File: src/rtl/mem_port_arbiter_pkg.sv
// -----------------------------------------------------------------------------
// mem_port_arbiter_pkg
// Shared processor package for the instruction/data memory port arbiter.
// Holds the arbiter FSM state encoding, the requester (grant) constants and
// the width of the wait counter.
// -----------------------------------------------------------------------------
package mem_port_arbiter_pkg;

    // Arbiter FSM states; the encoding is fixed so that debug probes and
    // waveform decoders agree across the core.
    typedef enum logic [1:0] {
        IDLE   = 2'd0,
        ACCESS = 2'd1,
        RESP   = 2'd2
    } arb_state_t;

    // Requester identifiers used for the grant register and round-robin flag.
    localparam logic GRANT_IF = 1'b0;
    localparam logic GRANT_D  = 1'b1;

    // Wait counter width: wait_cycles is limited to 1..15.
    localparam int WAIT_W = 4;

endpackage

File: src/rtl/mem_port_arbiter_wait_counter.sv
// -----------------------------------------------------------------------------
// wait_counter
// Counts the memory access cycles of one transaction.
//   clk        : clock, rising edge
//   reset      : synchronous active-high reset, clears the count
//   load       : load load_value (grant cycle)
//   load_value : number of access cycles for the transaction
//   dec        : decrement by one (every ACCESS cycle)
//   last       : high while the count is 1, i.e. the final access cycle
// -----------------------------------------------------------------------------
module wait_counter
    import mem_port_arbiter_pkg::*;
(
    input  logic              clk,
    input  logic              reset,
    input  logic              load,
    input  logic [WAIT_W-1:0] load_value,
    input  logic              dec,
    output logic              last
);

    logic [WAIT_W-1:0] count;

    // NOTE: sequential state is written with non-blocking assignments only, so
    // every flop samples pre-edge values regardless of block ordering.
    always_ff @(posedge clk) begin
        if (reset) begin
            count <= '0;
        end else if (load) begin
            count <= load_value;
        end else if (dec && (count != '0)) begin
            count <= count - 1'b1;
        end
    end

    assign last = (count == WAIT_W'(1));

endmodule

File: src/rtl/mem_port_arbiter.sv
// -----------------------------------------------------------------------------
// mem_port_arbiter
// Shares one single-port unified memory between the instruction-fetch and
// data ports of the RISC-V core. Transactions run IDLE -> ACCESS (wait_cycles
// cycles) -> RESP (one-cycle ready pulse). Simultaneous requests are resolved
// round-robin; stall freezes the core's PC and IF/ID registers while any
// request is outstanding.
//   clk, reset                  : clock, synchronous active-high reset
//   if_req/if_addr              : fetch request and address
//   if_rdata/if_ready           : fetched word, one-cycle completion pulse
//   d_read/d_write/d_addr/d_wdata : data request (write wins if both set)
//   d_rdata/d_ready             : read data, one-cycle completion pulse
//   mem_addr/mem_wdata/mem_re/mem_we/mem_rdata : memory side
//   stall                       : pipeline freeze request (combinational)
// -----------------------------------------------------------------------------
module mem_port_arbiter
    import mem_port_arbiter_pkg::*;
#(
    parameter int nbits       = 32,
    parameter int wait_cycles = 1
) (
    input  logic             clk,
    input  logic             reset,
    input  logic             if_req,
    input  logic [nbits-1:0] if_addr,
    output logic [nbits-1:0] if_rdata,
    output logic             if_ready,
    input  logic             d_read,
    input  logic             d_write,
    input  logic [nbits-1:0] d_addr,
    input  logic [nbits-1:0] d_wdata,
    output logic [nbits-1:0] d_rdata,
    output logic             d_ready,
    output logic [nbits-1:0] mem_addr,
    output logic [nbits-1:0] mem_wdata,
    output logic             mem_re,
    output logic             mem_we,
    input  logic [nbits-1:0] mem_rdata,
    output logic             stall
);

    arb_state_t       state;
    logic             grant;       // requester owning the current transaction
    logic             last_grant;  // requester that wins the next conflict
    logic [nbits-1:0] rdata;
    logic             d_any;
    logic             any_req;
    logic             next_grant;
    logic             grant_write;
    logic             cnt_load;
    logic             cnt_last;

    assign d_any   = d_read | d_write;
    assign any_req = if_req | d_any;

    // NOTE: every signal assigned in always_comb gets a default first, so no
    // path through the block leaves a value held and no latch is inferred.
    always_comb begin
        next_grant  = GRANT_IF;
        grant_write = 1'b0;
        if (if_req && d_any) begin
            next_grant = last_grant;
        end else if (d_any) begin
            next_grant = GRANT_D;
        end
        // A data request with both strobes set is a write; the read is ignored.
        if (next_grant == GRANT_D) begin
            grant_write = d_write;
        end
    end

    assign cnt_load = (state == IDLE) && any_req;

    wait_counter u_wait_counter (
        .clk        (clk),
        .reset      (reset),
        .load       (cnt_load),
        .load_value (WAIT_W'(wait_cycles)),
        .dec        (state == ACCESS),
        .last       (cnt_last)
    );

    always_ff @(posedge clk) begin
        if (reset) begin
            state      <= IDLE;
            grant      <= GRANT_IF;
            // Reset points the flag at data so the first conflict serves data.
            last_grant <= GRANT_D;
            rdata      <= '0;
            mem_addr   <= '0;
            mem_wdata  <= '0;
            mem_re     <= 1'b0;
            mem_we     <= 1'b0;
            if_ready   <= 1'b0;
            d_ready    <= 1'b0;
        end else begin
            case (state)
                IDLE: begin
                    if_ready <= 1'b0;
                    d_ready  <= 1'b0;
                    if (any_req) begin
                        state      <= ACCESS;
                        grant      <= next_grant;
                        // The requester just granted yields the next conflict.
                        last_grant <= (next_grant == GRANT_D) ? GRANT_IF : GRANT_D;
                        mem_addr   <= (next_grant == GRANT_D) ? d_addr : if_addr;
                        mem_wdata  <= grant_write ? d_wdata : '0;
                        mem_re     <= ~grant_write;
                        mem_we     <= grant_write;
                    end
                end
                ACCESS: begin
                    if (cnt_last) begin
                        state     <= RESP;
                        rdata     <= mem_rdata;
                        mem_addr  <= '0;
                        mem_wdata <= '0;
                        mem_re    <= 1'b0;
                        mem_we    <= 1'b0;
                        if_ready  <= (grant == GRANT_IF);
                        d_ready   <= (grant == GRANT_D);
                    end
                end
                RESP: begin
                    state    <= IDLE;
                    if_ready <= 1'b0;
                    d_ready  <= 1'b0;
                end
                default: begin
                    state     <= IDLE;
                    mem_addr  <= '0;
                    mem_wdata <= '0;
                    mem_re    <= 1'b0;
                    mem_we    <= 1'b0;
                    if_ready  <= 1'b0;
                    d_ready   <= 1'b0;
                end
            endcase
        end
    end

    // One capture register serves both ports; it holds between transactions.
    assign if_rdata = rdata;
    assign d_rdata  = rdata;

    assign stall = (if_req & ~if_ready) | (d_any & ~d_ready);

endmodule

File: config.mk
export PLATFORM = sky130hd
export DESIGN_NAME = mem_port_arbiter
export DESIGN_NICKNAME = d
export VERILOG_FILES = /design/src/rtl/mem_port_arbiter_pkg.sv /design/src/rtl/mem_port_arbiter_wait_counter.sv /design/src/rtl/mem_port_arbiter.sv
export SDC_FILE = /design/constraint.sdc
export NUM_CORES = 1
export LEC_CHECK = 0
export ABC_AREA = 1
export CORE_ASPECT_RATIO = 0.7
export CORE_MARGIN = 4
export CORE_UTILIZATION = 39
export DETAILED_ROUTE_END_ITERATION = 8
export PLACE_DENSITY = 0.8
export SLEW_MARGIN = 20
export SYNTH_ARGS = -nofsm -noshare
export SYNTH_HDL_FRONTEND = slang
export SYNTH_HIERARCHICAL = 1
export SYNTH_SLANG_ARGS = --single-unit
File: constraint.sdc
create_clock -name clk -period 2.27 [get_ports clk]
set_input_delay 0.227 -clock clk [delete_from_list [all_inputs] [get_ports clk]]
set_output_delay 0.227 -clock clk [all_outputs]
set_load 0.05 [all_outputs]
==> out/results.tsv, run 1 <==
stage	metric	value	unit
outcome	outcome	completed	
placed_design	dp_hpwl	11.4	mm
clock_tree	clock_tree.buffer_depth	2	
logic_synthesis	synth_area_leaders	dfxtp_1 (44%), nand3_1 (17%), a21oi_1 (10%), nand2_1 (9.2%), inv_1 (6.1%)	
floorplan	core_region_area	0.0124	mm2
floorplan	die_w	142	um
finish	area_growth	59.0	%
logic_synthesis	netlist_instances	693	
setup_path	worst-r2r-setup-slack	0.63	ns
power	p_leak	3.17	nW
sta	worst_slew_pin_slew	0.584	ns
logic_synthesis	yosysTopAreaCell	dfxtp_1	
finish	finalNetCount	1042	
clock_tree	cts_tree	built	
sta	tns	0	ns
placed_design	port_buffers	265	
finish	insertedDiodeCount	0	
drt	drt_first_iter_violations	204	
setup_path	worstReg2RegEnd	mem_re$_SDFFE_PP0P_	
sta	fin_crit	1.84	ns
floorplan	start_util	0.399	
global_routing	antenna_found_initial	0	
clock_tree	cts_buffers	9	
sta	rsz0062_at_grt	no	
setup_path	critPathArrivalTime	1.61	ns
clock_tree	ctsResizeCount	0	
run	maxCapViolCount	0	
floorplan	io_pins	266	
drt	drcViolationCount	0	
setup_path	crit_start	d_rdata[31]$_SDFFE_PP0P_	
sta	slew_violations	0	
drt	drtPass1Iterations	4	
global_routing	grt_pass1_vias	4768	
setup_path	startpoint_type	register	
placed_design	gp_congestion	0.859	
sta	max_clock_freq	544	MHz
sta	final_hold_viol_count	0	
drt	vias_per_cell	4.82	
setup_path	path_class	register to output pin	
min_path	hp-class	input pin to register	
setup_path	cpLargestDelayFamily	buffers and inverters	
setup_path	path_buf_inv	1	
setup_path	slowest_stage	clkdlybuf4s50_1	
clock_tree	clkSinkCount	108	
sta	setup_viol	0	
setup_path	required	2.04	ns
power	finalPower	5.67	mW
setup_path	rr_startpoint	u_wait_counter/count[1]$_SDFFE_PP0P_	
clock_tree	cts_hold_buf	0	
global_routing	grt_pass1_wl	23.7	mm
setup_path	crit_cells	1	
drt	ant_nets	0	
logic_synthesis	yosysTopAreaCellShare	0.438	
clock_tree	htreeDepth	3	
global_routing	grt_usage	0.200	
clock_tree	clkTransAtPathRegs	0.07	ns
power	powerDensity	723	mW/mm2
setup_path	critical_path.max_fanout	3	
setup_path	slowest_delay	0.84	ns
global_routing	grt_overflow	0	
floorplan	dieArea	0.0145	mm2
drt	wl_per_cell	14.2	um
clock_tree	root_buffer	clkbuf_16	
finish	nFillCells	1110	
floorplan	rows	34	
logic_synthesis	yosysSeqAreaShare	0.438	
sta	skew	0.0122	ns
sta	period_share	0.809	
drt	vias	5181	
finish	drive_gt1_frac	0.0559	
floorplan	die-height	102	um
sta	slew_headroom	0.610	
logic_synthesis	synth_warnings	6	
drt	wl	15.2	mm
logic_synthesis	synthDistinctLibCells	23	
logic_synthesis	synth_seq_cells	108	
clock_tree	post_cts.repair.setup_buffers	0	
logic_synthesis	syn_area_per_cell	7.12	um2
logic_synthesis	synth_area	0.00493	mm2
clock_tree	clkLatencyLatePin	0.34	ns
power	ir_drop	0.418	mV
global_routing	grt_max_degree	68	
setup_path	crit_chain	clkdlybuf4s50_1	
setup_path	worstSetupEndpoint	if_rdata[31]	
setup_path	cp-end-kind	output pin	
setup_path	rr_worst_depth	8	
layout by cell type (no fill, tap or decap):
| master | instances |
|---|---|
| clkinv_4 | 1 |
| buf_12 | 4 |
| nor3b_2 | 1 |
| buf_4 | 16 |
| clkbuf_16 | 9 |
| dfxtp_1 | 108 |
| clkinvlp_4 | 1 |
| clkinv_2 | 1 |
| nor2_2 | 3 |
| inv_2 | 3 |
| o22ai_1 | 1 |
| xor2_1 | 2 |
| inv_6 | 1 |
| inv_8 | 2 |
| conb_1 | 4 |
| o21ai_0 | 5 |
| ha_1 | 2 |
| or2_1 | 1 |
| nand2_1 | 120 |
| nor2_1 | 10 |
| a21oi_1 | 100 |
| clkdlybuf4s50_1 | 263 |
| nand3_1 | 164 |
| nand2_4 | 2 |
| nand3_2 | 2 |
| inv_1 | 80 |
| nand2_2 | 1 |
| a21oi_2 | 2 |
| nand3b_1 | 1 |
| bufinv_16 | 1 |
| o21ai_4 | 1 |
routing by layer:
metal  up-vias  part of all wire  track usage
met3        15              0.10       0.0772
met4         0             0.011       0.0394
met5         -                 0            0
met2       204              0.47        0.340
li1       2638                 -            -
met1      2324              0.41        0.245
Yosys cell counts:
cell type  instances
a21oi_1          100
conb_1             2
a21oi_2            2
nor2_1            10
inv_2              3
nor2_2             3
ha_1               2
buf_4             33
clkbuf_1          29
nand3_1          164
o21ai_2            1
nand3_2            2
xor2_1             2
buf_2             20
inv_1             80
or2_1              1
nand3b_1           1
o21ai_0            5
nand2_4            2
dfxtp_1          108
o22ai_1            1
nand2_1          121
nor3b_1            1
through the flow:
| stage | hold WS (ns) | cell area (um2) | instances | utilization | setup slack, ns |
|---|---|---|---|---|---|
| detailed placement | 0.469 | 7530 | 1058 | 0.609 | 0.495 |
| global placement | 0.441 | 7530 | 1058 | 0.609 | 0.510 |
| floorplan | 0.289 | 4940 | 695 | - | 0.683 |
| global route | 0.351 | 7840 | 1074 | 0.634 | 0.378 |
| finish | 0.340 | 7840 | 1074 | 0.634 | 0.433 |
| CTS | 0.322 | 7840 | 1074 | 0.634 | 0.395 |
cell families after synthesis:
logic type | count (synthesis) | synth area share
other cells | 2 | 0.00152
flops | 108 | 0.438
buf+inv | 165 | 0.156
xor+xnor | 2 | 0.00355
fa+ha+maj | 2 | 0.00507
compound gates | 109 | 0.113
simple gates | 305 | 0.283
how the worst min path moves through the flow:
stage / from / end / slack, ns / depth (start not counted)
6_report: reset / mem_addr[26]$_SDFFE_PP0P_ / 0.34 / 2
5_1_grt: reset / mem_addr[24]$_SDFFE_PP0P_ / 0.35 / 2
4_1_cts: reset / mem_re$_SDFFE_PP0P_ / 0.32 / 2
3_5_place_dp: d_rdata[19]$_SDFFE_PP0P_ / d_rdata[19]$_SDFFE_PP0P_ / 0.47 / 2
3_3_place_gp: last_grant$_SDFFE_PP1P_ / last_grant$_SDFFE_PP1P_ / 0.44 / 2
2_1_floorplan: reset / u_wait_counter/count[3]$_SDFFE_PP0P_ / 0.29 / 1
area by class of cell:
type	count	area, um2	share of cell area
Multi-Input combinational cell	422	2030	0.258
Tap cell	162	203	0.0258
Clock buffer	9	225	0.0287
Sequential cell	108	2160	0.276
Inverter	83	312	0.0397
Timing Repair Buffer	283	2830	0.361
Clock inverter	7	82.6	0.0105
state kept, by name, indices dropped and copies added (netlist names):
register	flops
mem_re	1
u_wait_counter/count	4
d_rdata	32
last_grant	1
grant	1
state	2
mem_we	1
mem_addr	32
d_ready	1
if_ready	1
mem_wdata	32
where the power goes:
group,total (mW),switching (mW),internal [mW]
Combinational,1.91,1.19,0.722
Clock,1.61,0.730,0.876
Sequential,2.15,0.0988,2.05
No activity file was read; power rests on OpenSTA's default activity.
==> run 2: changes to the inputs <==
==> constraint.sdc (replaced) <==
create_clock -name clk -period 1.91 [get_ports clk]
set_input_delay 0.191 -clock clk [delete_from_list [all_inputs] [get_ports clk]]
set_output_delay 0.191 -clock clk [all_outputs]
set_load 0.05 [all_outputs]
==> out/results.tsv, run 2 (synthesis results as in run 1) <==
stage	metric	value	unit
clock_tree	clock_tree.buffer_depth	2	
finish	finalNetCount	1044	
global_routing	grt_overflow	0	
drt	drcViolationCount	0	
setup_path	crit_chain	clkdlybuf4s50_1	
clock_tree	htreeDepth	3	
drt	wl_per_cell	14.5	um
drt	vias	5246	
global_routing	grt_max_degree	44	
power	ir_drop	0.526	mV
placed_design	placed_cells	1060	
setup_path	critPathArrivalTime	1.60	ns
placed_design	port_buffers	265	
floorplan	die_w	142	um
floorplan	core_region_area	0.0124	mm2
clock_tree	clkTransAtPathRegs	0.08	ns
run	maxCapViolCount	0	
floorplan	start_util	0.399	
global_routing	grt_pass1_wl	24.2	mm
global_routing	antenna_found_initial	0	
setup_path	cpLargestDelayFamily	buffers and inverters	
power	powerDensity	876	mW/mm2
setup_path	slowest_delay	0.84	ns
sta	worst_slew_pin_slew	0.560	ns
floorplan	rows	34	
finish	area_growth	60.5	%
clock_tree	cts_hold_buf	0	
clock_tree	clkLatencyLatePin	0.34	ns
sta	rsz0062_at_grt	no	
finish	final_cell_mix	clkdlybuf4s50_1 (263), nand3_1 (164), nand2_1 (120)	
setup_path	worst-r2r-setup-slack	0.21	ns
clock_tree	cts_tree	built	
global_routing	grt_pass1_vias	4726	
drt	ant_nets	0	
sta	max_clock_freq	557	MHz
power	p_leak	3.20	nW
setup_path	startpoint_type	register	
drt	wl	15.7	mm
sta	setup_viol	0	
finish	drive_gt1_frac	0.0580	
placed_design	gp_congestion	0.865	
global_routing	grt_usage	0.205	
sta	slew_violations	0	
drt	vias_per_cell	4.88	
setup_path	required	1.72	ns
finish	layout_commonest_cell	clkdlybuf4s50_1	
drt	drt_first_iter_violations	308	
clock_tree	cts_buffers	9	
setup_path	cp-end-kind	output pin	
setup_path	path_class	register to output pin	
finish	insertedDiodeCount	0	
clock_tree	root_buffer	clkbuf_16	
outcome	outcome	completed	
min_path	hp-class	input pin to register	
setup_path	slowest_stage	clkdlybuf4s50_1	
drt	drtPass1Iterations	4	
sta	period_share	0.940	
sta	slew_headroom	0.626	
clock_tree	ctsResizeCount	0	
sta	final_hold_viol_count	0	
finish	fin_util	0.640	
finish	instances_no_fill	1076	
setup_path	critical_path.max_fanout	3	
clock_tree	clkSinkCount	108	
floorplan	io_pins	266	
sta	tns	0	ns
setup_path	path_buf_inv	1	
floorplan	die-height	102	um
placed_design	dp_hpwl	11.7	mm
floorplan	dieArea	0.0145	mm2
sta	fin_crit	1.79	ns
sta	skew	0.0101	ns
clock_tree	post_cts.repair.setup_buffers	0	
## run 2: layer usage
metal  part of all wire  up-vias  GRT usage
met2               0.46      213      0.334
met4             0.0066        0     0.0285
met1               0.43     2387      0.270
met5                  0        -          0
li1                   -     2637          -
met3               0.10        9     0.0730
## run 2: layout make-up
type / count / area (um2)
clock inverters: 7 / 108
multi-input cells: 422 / 2030
flip-flops and latches: 108 / 2160
repair buffers: 285 / 2890
fillers: 1129 / 4460
inverters: 83 / 312
well taps: 162 / 203
clock buffers: 9 / 225
## run 2: through the flow
stage / power, mW / hold slack [ns] / worst slack, ns / cell area, um2
2_1_floorplan: 4.03 / 0.253 / 0.323 / 4940
3_3_place_gp: 4.89 / 0.444 / 0.274 / 7590
3_5_place_dp: 4.92 / 0.448 / 0.216 / 7590
4_1_cts: 7.01 / 0.287 / 0.0843 / 7920
5_1_grt: 7.26 / 0.303 / 0.0611 / 7920
6_report: 6.94 / 0.298 / 0.115 / 7920
## run 2: power breakdown
group | switching [mW] | internal, mW
Sequential | 0.118 | 2.44
Combinational | 1.42 | 0.878
Clock | 0.899 | 1.18
## run 2: worst paths after layout
| path | to | startpoint | cells after the start |
|---|---|---|---|
| setup / recovery | if_rdata[31] | d_rdata[31]$_SDFFE_PP0P_ | 1 |
| hold / removal | mem_re$_SDFFE_PP0P_ | reset | 2 |
| setup reg to reg | d_rdata[28]$_SDFFE_PP0P_ | u_wait_counter/count[1]$_SDFFE_PP0P_ | 8 |
| hold reg to reg | last_grant$_SDFFE_PP1P_ | last_grant$_SDFFE_PP1P_ | 2 |
==> run 3: changes to the inputs <==
--- a/config.mk
+++ b/config.mk
@@ -8,9 +8,10 @@
 export ABC_AREA = 1
 export CORE_ASPECT_RATIO = 0.7
 export CORE_MARGIN = 4
-export CORE_UTILIZATION = 39
+export CORE_UTILIZATION = 36
 export DETAILED_ROUTE_END_ITERATION = 8
-export PLACE_DENSITY = 0.8
+export GPL_TIMING_DRIVEN = 0
+export PLACE_DENSITY = 0.78
 export SLEW_MARGIN = 20
 export SYNTH_ARGS = -nofsm -noshare
 export SYNTH_HDL_FRONTEND = slang
==> constraint.sdc (replaced) <==
create_clock -name clk -period 1.6 [get_ports clk]
set_input_delay 0.16 -clock clk [delete_from_list [all_inputs] [get_ports clk]]
set_output_delay 0.16 -clock clk [all_outputs]
set_load 0.05 [all_outputs]
==> out/results.tsv, run 3 (synthesis results as in run 1) <==
stage	metric	value	unit
finish	final_cell_mix	clkdlybuf4s50_1 (132), dlygate4sd2_1 (131), nand3_1 (118)	
floorplan	die-height	106	um
clock_tree	cts_tree	built	
min_path	min_to	mem_wdata[3]$_SDFFE_PP0P_	
finish	insertedDiodeCount	0	
floorplan	rows	35	
sta	period_share	0.975	
clock_tree	root_buffer	clkbuf_16	
drt	drcViolationCount	0	
setup_path	rr_startpoint	u_wait_counter/count[1]$_SDFFE_PP0P_	
drt	drtPass1Iterations	5	
global_routing	grt_usage	0.222	
setup_path	path_class	register to register	
setup_path	crit_chain	inv_2, ha_4, nor3b_4, o21ai_4, buf_12, buf_8, nand3_2, a21oi_2	
floorplan	io_pins	266	
power	p_leak	4.15	nW
global_routing	grt_pass1_wl	28.0	mm
drt	vias_per_cell	4.77	
placed_design	port_buffers	265	
setup_path	startpoint_type	register	
setup_path	critical_path.max_fanout	8	
finish	fin_util	0.654	
global_routing	grt_overflow	0	
sta	setup_viol	0	
clock_tree	cts_hold_buf	0	
floorplan	core_region_area	0.0133	mm2
sta	final_hold_viol_count	0	
clock_tree	clkLatencyLatePin	0.34	ns
placed_design	post-place-ws	-0.438	ns
min_path	hp-class	input pin to register	
drt	wl_per_cell	15.5	um
finish	area_growth	76.0	%
sta	timing.final.ws_setup	0.0396	ns
sta	slew_violations	0	
setup_path	path_buf_inv	3	
setup_path	slowest_delay	0.34	ns
sta	slew_headroom	0.588	
global_routing	grt_max_degree	20	
setup_path	cp-end-kind	register	
outcome	outcome	completed	
global_routing	grt_pass1_vias	5292	
drt	drt_first_iter_violations	206	
setup_path	worstReg2RegEnd	mem_wdata[26]$_SDFFE_PP0P_	
finish	layout_commonest_cell	clkdlybuf4s50_1	
sta	skew	0.00926	ns
placed_design	gp_congestion	0.873	
clock_tree	clkSinkCount	108	
floorplan	start_util	0.372	
sta	fin_crit	1.56	ns
sta	worst_slew_pin_slew	0.621	ns
sta	tns	0	ns
power	finalPower	8.23	mW
min_path	min_path_cells	3	
clock_tree	clkTransAtPathRegs	0.08	ns
power	ir_drop	0.592	mV
clock_tree	htreeDepth	3	
placed_design	dp_hpwl	13.6	mm
sta	max_clock_freq	641	MHz
finish	fin_area	0.00868	mm2
setup_path	required	1.87	ns
drt	vias	5607	
sta	rsz0062_at_grt	yes	
placed_design	placed_cell_area	0.00783	mm2
setup_path	slowest_stage	dfxtp_2	
setup_path	critPathArrivalTime	1.83	ns
setup_path	rr_worst_depth	8	
setup_path	worst-r2r-setup-slack	0.04	ns
setup_path	cpLargestDelayFamily	compound AO/OA/AOI/OAI gates	
finish	finalNetCount	1121	
sta	whs	0.371	ns
floorplan	dieArea	0.0157	mm2
power	powerDensity	948	mW/mm2
drt	wl	18.2	mm
min_path	min_from	d_wdata[3]	
run	maxCapViolCount	0	
clock_tree	clock_tree.buffer_depth	2	
finish	drive_gt1_frac	0.194	
global_routing	antenna_found_initial	0	
clock_tree	cts_buffers	9	
placed_design	placed_cells	1145	
floorplan	die_w	148	um
finish	instances_no_fill	1176	
drt	ant_nets	0	
[run 3: cell types whose count changed in the layout (fill, tap and decap cells not counted), sizes merged]
cell / delta
clkbuf: +33
clkdlybuf4s50: -131
inv: -1
clkinvlp: +3
dlygate4sd2: +131
buf: +44
bufinv: -2
[run 3: worst max-delay path by stage]
stage,end,depth (start not counted),from
2_1_floorplan,mem_wdata[20]$_SDFFE_PP0P_,9,u_wait_counter/count[1]$_SDFFE_PP0P_
3_5_place_dp,d_rdata[0]$_SDFFE_PP0P_,4,reset
5_1_grt,mem_re$_SDFFE_PP0P_,10,u_wait_counter/count[1]$_SDFFE_PP0P_
3_3_place_gp,d_rdata[2]$_SDFFE_PP0P_,4,reset
6_report,mem_wdata[26]$_SDFFE_PP0P_,8,u_wait_counter/count[1]$_SDFFE_PP0P_
4_1_cts,mem_wdata[27]$_SDFFE_PP0P_,10,u_wait_counter/count[1]$_SDFFE_PP0P_
[run 3: what timing repair did]
item                                    4_1_cts  5_1_grt
cloned                                        5        0
pin swaps                                    39        4
endpoints found under the setup margin      235      104
resized for setup                           221       71
buffers inserted                             13        2
[run 3: final cells by class]
type / instances / area (um2)
timing repair buffer: 283 / 2680
sequential: 108 / 2170
buffer: 79 / 614
clock inverter: 7 / 61.3
tap: 185 / 231
fill: 1193 / 4590
multi-input combinational: 422 / 2390
clock buffer: 9 / 225
inverter: 83 / 312
[run 3: worst min-delay path: stages]
cell	delay [ns]
clkdlybuf4s50_1	0.39
nand2_1	0.06
a21oi_1	0.05
[run 3: power breakdown]
| group | total (mW) | internal [mW] | leakage [nW] | switching (mW) |
|---|---|---|---|---|
| clock network | 2.17 | 1.08 | 0.128 | 1.09 |
| registers | 3.08 | 2.92 | 0.885 | 0.161 |
| logic | 2.98 | 1.10 | 3.14 | 1.87 |
| total | 8.23 | 5.10 | 4.15 | 3.13 |
[run 3: metal layers]
layer	part of all wire	global-route usage
met5	0	0
met4	0.0062	0.0356
met3	0.098	0.0856
met2	0.48	0.380
met1	0.41	0.272
